--- src/rtl/pipe_ctrl_pkg.sv ---
// Shared types and constants for the pipeline hazard controller.
// Holds the FSM state encoding, the zero-register id and the default memory timeout.
package pipe_ctrl_pkg;

  typedef enum logic [1:0] {
    RUN      = 2'd0,
    MEM_WAIT = 2'd1,
    HALT     = 2'd2
  } state_e;

  localparam logic [4:0]  REG_ZERO     = 5'd0;
  localparam int unsigned WAIT_MAX_DEF = 15;

endpackage

--- src/rtl/load_use_detect.sv ---
// Load-use hazard detector: purely combinational, zero latency, no flow control.
// Flags an ID instruction that reads the destination of a load currently in EX.
module load_use_detect
  import pipe_ctrl_pkg::*;
(
  input  logic       ex_memread,
  input  logic [4:0] ex_rt,
  input  logic [4:0] id_rs,
  input  logic [4:0] id_rt,
  input  logic       id_uses_rs,
  input  logic       id_uses_rt,
  output logic       hazard
);

  logic rs_match;
  logic rt_match;

  // $zero is never a real producer, so a load targeting it cannot create a dependency.
  assign rs_match = id_uses_rs && (id_rs == ex_rt);
  assign rt_match = id_uses_rt && (id_rt == ex_rt);
  assign hazard   = ex_memread && (ex_rt != REG_ZERO) && (rs_match || rt_match);

endmodule

--- src/rtl/pipe_hazard_ctrl.sv ---
// 5-stage pipeline sequencer: memory wait/timeout, branch flush, load-use stall, stats.
// Control outputs are Mealy (zero-cycle) from registered state plus inputs; state updates on posedge.
module pipe_hazard_ctrl
  import pipe_ctrl_pkg::*;
#(
  parameter int unsigned WAIT_MAX = WAIT_MAX_DEF,
  parameter int unsigned CNT_W    = 16
) (
  input  logic             clk,
  input  logic             rst,
  input  logic [4:0]       id_rs,
  input  logic [4:0]       id_rt,
  input  logic             id_uses_rs,
  input  logic             id_uses_rt,
  input  logic             ex_memread,
  input  logic [4:0]       ex_rt,
  input  logic             mem_branch_taken,
  input  logic             mem_req,
  input  logic             mem_ready,
  output logic             pc_en,
  output logic             ifid_en,
  output logic             idex_en,
  output logic             exmem_en,
  output logic             ifid_flush,
  output logic             idex_flush,
  output logic             exmem_flush,
  output logic             memwb_bubble,
  output logic             halted,
  output logic [CNT_W-1:0] stall_cnt,
  output logic [CNT_W-1:0] flush_cnt
);

  state_e           state_q, state_d;
  logic [7:0]       wait_q, wait_d;
  logic [8:0]       wait_inc;
  logic             halted_q;
  logic [CNT_W-1:0] stall_q, stall_d;
  logic [CNT_W-1:0] flush_q, flush_d;
  logic             hazard;
  logic             mem_wait;
  logic             stall_inc, flush_inc;
  logic [3:0]       en_c;  // {pc, ifid, idex, exmem}
  logic [3:0]       fl_c;  // {ifid, idex, exmem, memwb}

  load_use_detect u_lud (
    .ex_memread (ex_memread),
    .ex_rt      (ex_rt),
    .id_rs      (id_rs),
    .id_rt      (id_rt),
    .id_uses_rs (id_uses_rs),
    .id_uses_rt (id_uses_rt),
    .hazard     (hazard)
  );

  assign mem_wait = mem_req && !mem_ready;

  always_comb begin
    state_d   = state_q;
    wait_d    = wait_q;
    wait_inc  = '0;
    en_c      = 4'b1111;
    fl_c      = 4'b0000;
    stall_inc = 1'b0;
    flush_inc = 1'b0;
    case (state_q)
      HALT: begin
        en_c = 4'b0000;
      end
      default: begin
        if (mem_wait) begin
          // Freeze everything up to MEM; a taken branch stays in MEM and flushes on release.
          en_c      = 4'b0000;
          fl_c      = 4'b0001;
          stall_inc = 1'b1;
          wait_inc  = (state_q == RUN) ? 9'd1 : ({1'b0, wait_q} + 9'd1);
          wait_d    = wait_inc[7:0];
          state_d   = (wait_inc >= 9'(WAIT_MAX)) ? HALT : MEM_WAIT;
        end else begin
          state_d = RUN;
          wait_d  = '0;
          if (mem_branch_taken) begin
            fl_c      = 4'b1110;
            flush_inc = 1'b1;
          end else if (hazard) begin
            en_c      = 4'b0011;
            fl_c      = 4'b0100;
            stall_inc = 1'b1;
          end
        end
      end
    endcase
  end

  assign stall_d = (stall_inc && !(&stall_q)) ? stall_q + CNT_W'(1) : stall_q;
  assign flush_d = (flush_inc && !(&flush_q)) ? flush_q + CNT_W'(1) : flush_q;

  always_ff @(posedge clk or negedge rst) begin
    if (!rst) begin
      state_q  <= RUN;
      wait_q   <= '0;
      halted_q <= 1'b0;
      stall_q  <= '0;
      flush_q  <= '0;
    end else begin
      state_q  <= state_d;
      wait_q   <= wait_d;
      halted_q <= halted_q || (state_d == HALT);
      stall_q  <= stall_d;
      flush_q  <= flush_d;
    end
  end

  // Reset forces a fully bubbled, frozen pipeline without waiting for a clock edge.
  assign {pc_en, ifid_en, idex_en, exmem_en}                 = rst ? en_c : 4'b0000;
  assign {ifid_flush, idex_flush, exmem_flush, memwb_bubble} = rst ? fl_c : 4'b1111;
  assign halted    = halted_q;
  assign stall_cnt = stall_q;
  assign flush_cnt = flush_q;

endmodule

--- config.mk ---
export PLATFORM = sky130hd
export DESIGN_NAME = pipe_hazard_ctrl
export DESIGN_NICKNAME = d
export VERILOG_FILES = /design/src/rtl/pipe_ctrl_pkg.sv /design/src/rtl/load_use_detect.sv /design/src/rtl/pipe_hazard_ctrl.sv
export SDC_FILE = /design/constraint.sdc
export NUM_CORES = 1
export LEC_CHECK = 0
export CAP_MARGIN = 20
export CORE_UTILIZATION = 48
export CTS_CLUSTER_DIAMETER = 30
export CTS_CLUSTER_SIZE = 20
export DETAILED_ROUTE_END_ITERATION = 8
export PLACE_DENSITY_LB_ADDON = 0.2
export RECOVER_POWER = 25
export SLEW_MARGIN = 30
export SYNTH_ARGS = -nofsm -noshare
export SYNTH_HDL_FRONTEND = slang
export SYNTH_HIERARCHICAL = 1
export SYNTH_SLANG_ARGS = --single-unit
--- constraint.sdc ---
create_clock -name clk -period 2.4 [get_ports clk]
set_input_delay 0.36 -clock clk [delete_from_list [all_inputs] [get_ports clk]]
set_output_delay 0.36 -clock clk [all_outputs]
set_load 0.05 [all_outputs]
* Word-level counts from Yosys, hierarchy flattened *
Cells that the tools add are included.

operators by class
  reduce and logical (&&, ||, !) cells = 16
  multiplexer cells = 22
  $lt $le $gt $ge = 1
  add/sub/neg operators = 3
  eq/ne operators = 4

operators by type and width
  operator                                              count
  2-to-1 mux 4 bit                                      9
  adder 16 x 1 -> 16 bit (second input constant)        2
  AND reduction 16 bit                                  2
  equality test 5 bit                                   2
  adder 8 x 1 -> 9 bit (second input constant)          1
  >= comparator 9 x 4 -> 1 bit (second input constant)  1
  2-to-1 mux 9 bit                                      1
  2-to-1 mux 8 bit                                      1
  logical AND 1 bit                                     7
  2-to-1 mux 1 bit                                      7
  2-to-1 mux 2 bit                                      3
  nonzero test 5 bit                                    1
  equality test 2 bit (second input constant)           2
  logical NOT 1 bit                                     3
  2-to-1 mux 3 bit                                      1
  logical NOT 2 bit                                     1
  logical OR 1 bit                                      2

word-level totals
  bits in registers = 43
  input bits = 23
  logic and storage cells = 51

* Depth between registers and ports, before layout *
  depth after elaboration = 9
  mapped depth = 9
  mapped depth without buffers = 9

* Modules after synthesis *
Netlist, hierarchy kept.

by module, submodules not included
  module            times used  area each (um^2)  cells each
  pipe_hazard_ctrl  1           2,197.1           210
  load_use_detect   1           133.9             17

* Least setup slack after synthesis *
No wires, ideal clock.

  kind = register to output
  start = register state_q[1]
  end = output port pc_en
  path buffers = 2
  arrival = 2.313 ns
  setup slack = -0.273 ns
  stages on the path, launching flop included = 6
  cell sequence = dfrtp_1 or2b_1 buf_6 and3_1 nor2b_1 buf_4

on the way
  longest elaborated chain between the ends = 3

ends and longest elaborated chain
  element                   RTL line                 text
  start: declaration        pipe_hazard_ctrl.sv:33   state_e state_q, state_d;
  start signal: assignment  pipe_hazard_ctrl.sv:105  state_q <= state_d;
  equality test 2 bit       pipe_hazard_ctrl.sv:65   case (state_q)
  2-to-1 mux 4 bit          pipe_hazard_ctrl.sv:65
  2-to-1 mux 4 bit          pipe_hazard_ctrl.sv:114  assign {pc_en, ifid_en, idex_en, exmem_en} = rst ? en_c : 4'b0000;
  end: declaration          pipe_hazard_ctrl.sv:20   output logic pc_en,

Every way passes these cells.

* Final worst setup path *
  start = input port ex_rt[2]
  end = output port idex_flush

on the way
  longest elaborated chain between the ends = 9
  elaborated cells on any way between the ends = 13

ends and longest elaborated chain
  element                                 RTL line                                      text
  start: declaration                      pipe_hazard_ctrl.sv:16                        input logic [4:0] ex_rt,
  equality test 5 bit (on tied branches)  load_use_detect.sv:19, load_use_detect.sv:20
  logical AND 1 bit (on tied branches)    load_use_detect.sv:19, load_use_detect.sv:20
  logical OR 1 bit                        load_use_detect.sv:21                         assign hazard = ex_memread && (ex_rt != REG_ZERO) && (rs_match || rt_match);
  logical AND 1 bit (*)                   load_use_detect.sv:21
  net hazard                              pipe_hazard_ctrl.sv:39                        logic hazard;
  2-to-1 mux 3 bit (*)                    pipe_hazard_ctrl.sv:84                        end else if (hazard) begin
  2-to-1 mux 4 bit (*)                    pipe_hazard_ctrl.sv:81                        if (mem_branch_taken) begin
  2-to-1 mux 4 bit (*)                    pipe_hazard_ctrl.sv:70                        if (mem_wait) begin
  2-to-1 mux 4 bit (*)                    pipe_hazard_ctrl.sv:65
  2-to-1 mux 4 bit (*)                    pipe_hazard_ctrl.sv:115                       assign {ifid_flush, idex_flush, exmem_flush, memwb_bubble} = rst ? fl_c : 4'b1111;
  end: declaration                        pipe_hazard_ctrl.sv:25                        output logic idex_flush,

Mark *: on every way through the listed nets, which the timed path passes. The rest lies on a longest branch.

==> summary.txt <==
Run status
  – Status: finished, final reports clean

Critical path
  – R2R cell count: 6
  – Crit end category: primary output
  – Crit path DAT: 1950 ps
  – Critical path class: primary input to primary output
  – Critical path data required time: 2040 ps
  – Crit-path max FO: 2
  – Startpoint types: primary input

Pwr
  – Switching part of the total power: 39.08%
  – Peak VDD IR: 745.7 µV
  – Clock Power Share: 22.4%
  – Power per cell area: 721.4 mW/mm²
  – Combinational power share: 38.1%
  – Leakage: 1.560 nW
  – Tot Pwr: 2.434 mW
  – Flop pwr share: 39.5%
  – Internal cell power: 1.483 mW
  – Switching power: 951.0 µW

STA
  – Slew margin rel.: 53.63%
  – Pins Over Slew Limit: 0
  – Hold_ws: 421.6 ps
  – Hold Fails Final Rpt: 0
  – Period utilization: 96.19%
  – Final min period: 2308 ps
  – Final setup viols: 0
  – Peak Freq: 433.2 MHz
  – Sum Neg Setup Slack: 0 ps
  – Clk_skew: 4.744 ps
  – Slew @ Worst Pin: 695.6 ps

CTS
  – CTS tree: done
  – H-tree lvl count: 2
  – TritonCTS buffer count: 5
  – Clock sinks: 43
  – Buffer depth of the longest clock path: 2
  – Root buf cell: clkbuf_8
  – Clock latency on the worst-skew pair: 290 ps
  – Reg clk slew, reported paths: 80 ps

Routing
  – Per-cell routed wire length: 14.96 µm
  – Vias: 2014
  – DRT Pass-1 Iters: 4
  – Final ANT Viol Nets: 0
  – # DRC: 0
  – DRT Wirelength: 5.462 mm
  – Via density: 5.518
  – Detailed Route Iter0 Violations: 115

Floorplan
  – I/O pin total: 64
  – Starting density of the core: 51.75%
  – Die Span X: 71.69 µm
  – Vert. Die Dim: 71.69 µm
  – Die Footprint: 0.005139 mm²
  – Row count: 24
  – CORE AREA: 0.004504 mm²

Yosys
  – Syn avg cell area: 10.27 µm²
  – Cell Area, Synth: 0.002331 mm²
  – Largest family of logic cells by synthesized area: simple AND/OR/NAND/NOR gates
  – Unique masters post-synth: 44
  – Xor and xnor area share after synthesis: 15.35%
  – Compound-Gate Fraction of Synth Area: 10.04%
  – Post-synth top area share: 46.16%
  – Synth area leaders: dfrtp_1, xor2_1, xnor2_1, nand3_1, and3_1
  – Number of flops mapped to enable cells by yosys: 0
  – Synth Area in Simple Gates: 23.13%
  – Synth warnings: 6
  – Most used DFF post-synth: dfrtp_1
  – Syn nets: 253
  – Post-synth ARST share: 100.0%
  – Multiplexer area fraction after synthesis: 1.449%
  – Seq cells post-synth: 43
  – Sequential area share after synthesis: 46.16%
  – Yosys top cell by area: dfrtp_1
  – Post-synthesis adder-cell area fraction: 1.610%
  – Post-synthesis cell count: 227

Job
  – Maxcap violations: 0

Layout
  – Final Net Count: 339
  – Final Cell Area: 0.003373 mm²
  – Layout cell share with drive strength beyond 1: 19.17%
  – Area Overhead vs Synth: 44.71%
  – Ant. Diodes: 0

Place
  – Gpl congestion: 0.8179
  – Placed cell areas: 0.003189 mm²
  – DP Wirelength: 4.036 mm
  – # port buffers: 63

Global route
  – Initial antenna violation count: 0
  – First-pass GRT wire length: 9.190 mm
  – Vias in the first global route: 2008
  – Overflow after GRT: 0
  – Largest net degree at the start of global routing: 30
  – Global-route usage over all layers: 22.97%

Hold path
  – HP Class: primary input to async pin
==> final cells by class <==
class,instances,area (µm²)
Multi-Input combinational cell,176,1264
Fill cell,320,1131
Sequential cell,43,1076
Timing Repair Buffer,85,854.6
Clock buffer,5,68.82
Tap cell,52,65.06
Clock inverter,2,37.54
Inverter,2,7.507
==> per-layer routing <==
layer	global-route usage, %	up-vias	wire length [µm]
met5	0	-	0
met3	5.626	8	345
met2	39.52	72	2707
li1	-	984	-
met4	6.972	0	65
met1	28.62	950	2344
==> cells by family (layout without fill, tap and decap cells) <==
kind of cell    after synthesis  in the layout
buf+inv                       8             94
mux                           3              3
simple gates                 95             95
compound gates               35             35
xor+xnor                     40             40
fa+ha+maj                     3              3
flops                        43             43
==> flip-flops by register name, summed over array words and instances, names as in the netlist <==
| signal | flops |
|---|---|
| state_q | 2 |
| stall_cnt | 16 |
| flush_cnt | 16 |
| halted | 1 |
| wait_q | 8 |
==> path summary, 6_finish.rpt <==
path / from / to / slack [ps]
worst min register to register: halted / halted / 480
max in group asynchronous: rst / stall_cnt[4] / 1090
worst max register to register: wait_q[0] / halted / 250
worst max-delay path: ex_rt[2] / idex_flush / 90
min in group clk: halted / halted / 480
worst min-delay path: rst / wait_q[5] / 420
==> critical path, stage by stage <==
cell and delay (ps):
dlygate4sd2_1 250, or4_1 530, o21ai_2 160, a21oi_2 50, buf_4 130, buf_4 120, a21o_1 180, buf_12 150
==> placed cells by master, fill, tap and decap left out, types with 5 or more instances in the layout <==
| cell | instances |
|---|---|
| nand2_1 | 19 |
| o21ai_0 | 11 |
| dfrtp_1 | 43 |
| dlymetal6s2s_1 | 5 |
| and3_1 | 13 |
| xor2_1 | 21 |
| buf_4 | 18 |
| buf_12 | 6 |
| clkbuf_8 | 5 |
| and4_1 | 5 |
| clkdlybuf4s50_1 | 41 |
| nor2_1 | 12 |
| xnor2_1 | 17 |
| nand3_1 | 19 |
==> cell usage after synthesis (3+ instances only) <==
cell     number
and4_1        5
o31ai_1       3
nor4_1        3
xnor2_1      17
xor2_1       22
and3_1       13
a21oi_1       3
nand3_1      19
mux2_2        3
buf_4         4
nor2b_1       5
nor2_1       13
nand4_1       3
nor3_1        4
o21ai_0      12
dfrtp_1      43
ha_1          3
nand2_1      19
==> repair_timing <==
item,4_1_cts,5_1_grt
pin swaps,5,8
endpoints found under the setup margin,19,16
resized for setup,13,23
endpoints found under the hold margin,4,0
hold buffers,1,0
buffers inserted,1,0
==> power groups by stage <==
stage	clock network [mW]	logic [mW]	registers, mW
after floorplan	0	0.243	1.29
after global placement	0	0.908	0.974
after detailed placement	0	0.923	0.974
after CTS	0.558	0.926	0.963
after global routing	0.592	0.978	0.985
final	0.546	0.926	0.962
==> metrics by stage <==
step | setup WS (ps) | utilization, % | std cells
after floorplan | 57.67 | - | 227
after global placement | -428.9 | 70.81 | 356
after detailed placement | -566.1 | 70.81 | 356
after CTS | 17.39 | 73.81 | 365
after global routing | -2.504 | 74.89 | 365
final | 91.53 | 74.89 | 365
No activity file was read; power rests on OpenSTA's default activity.
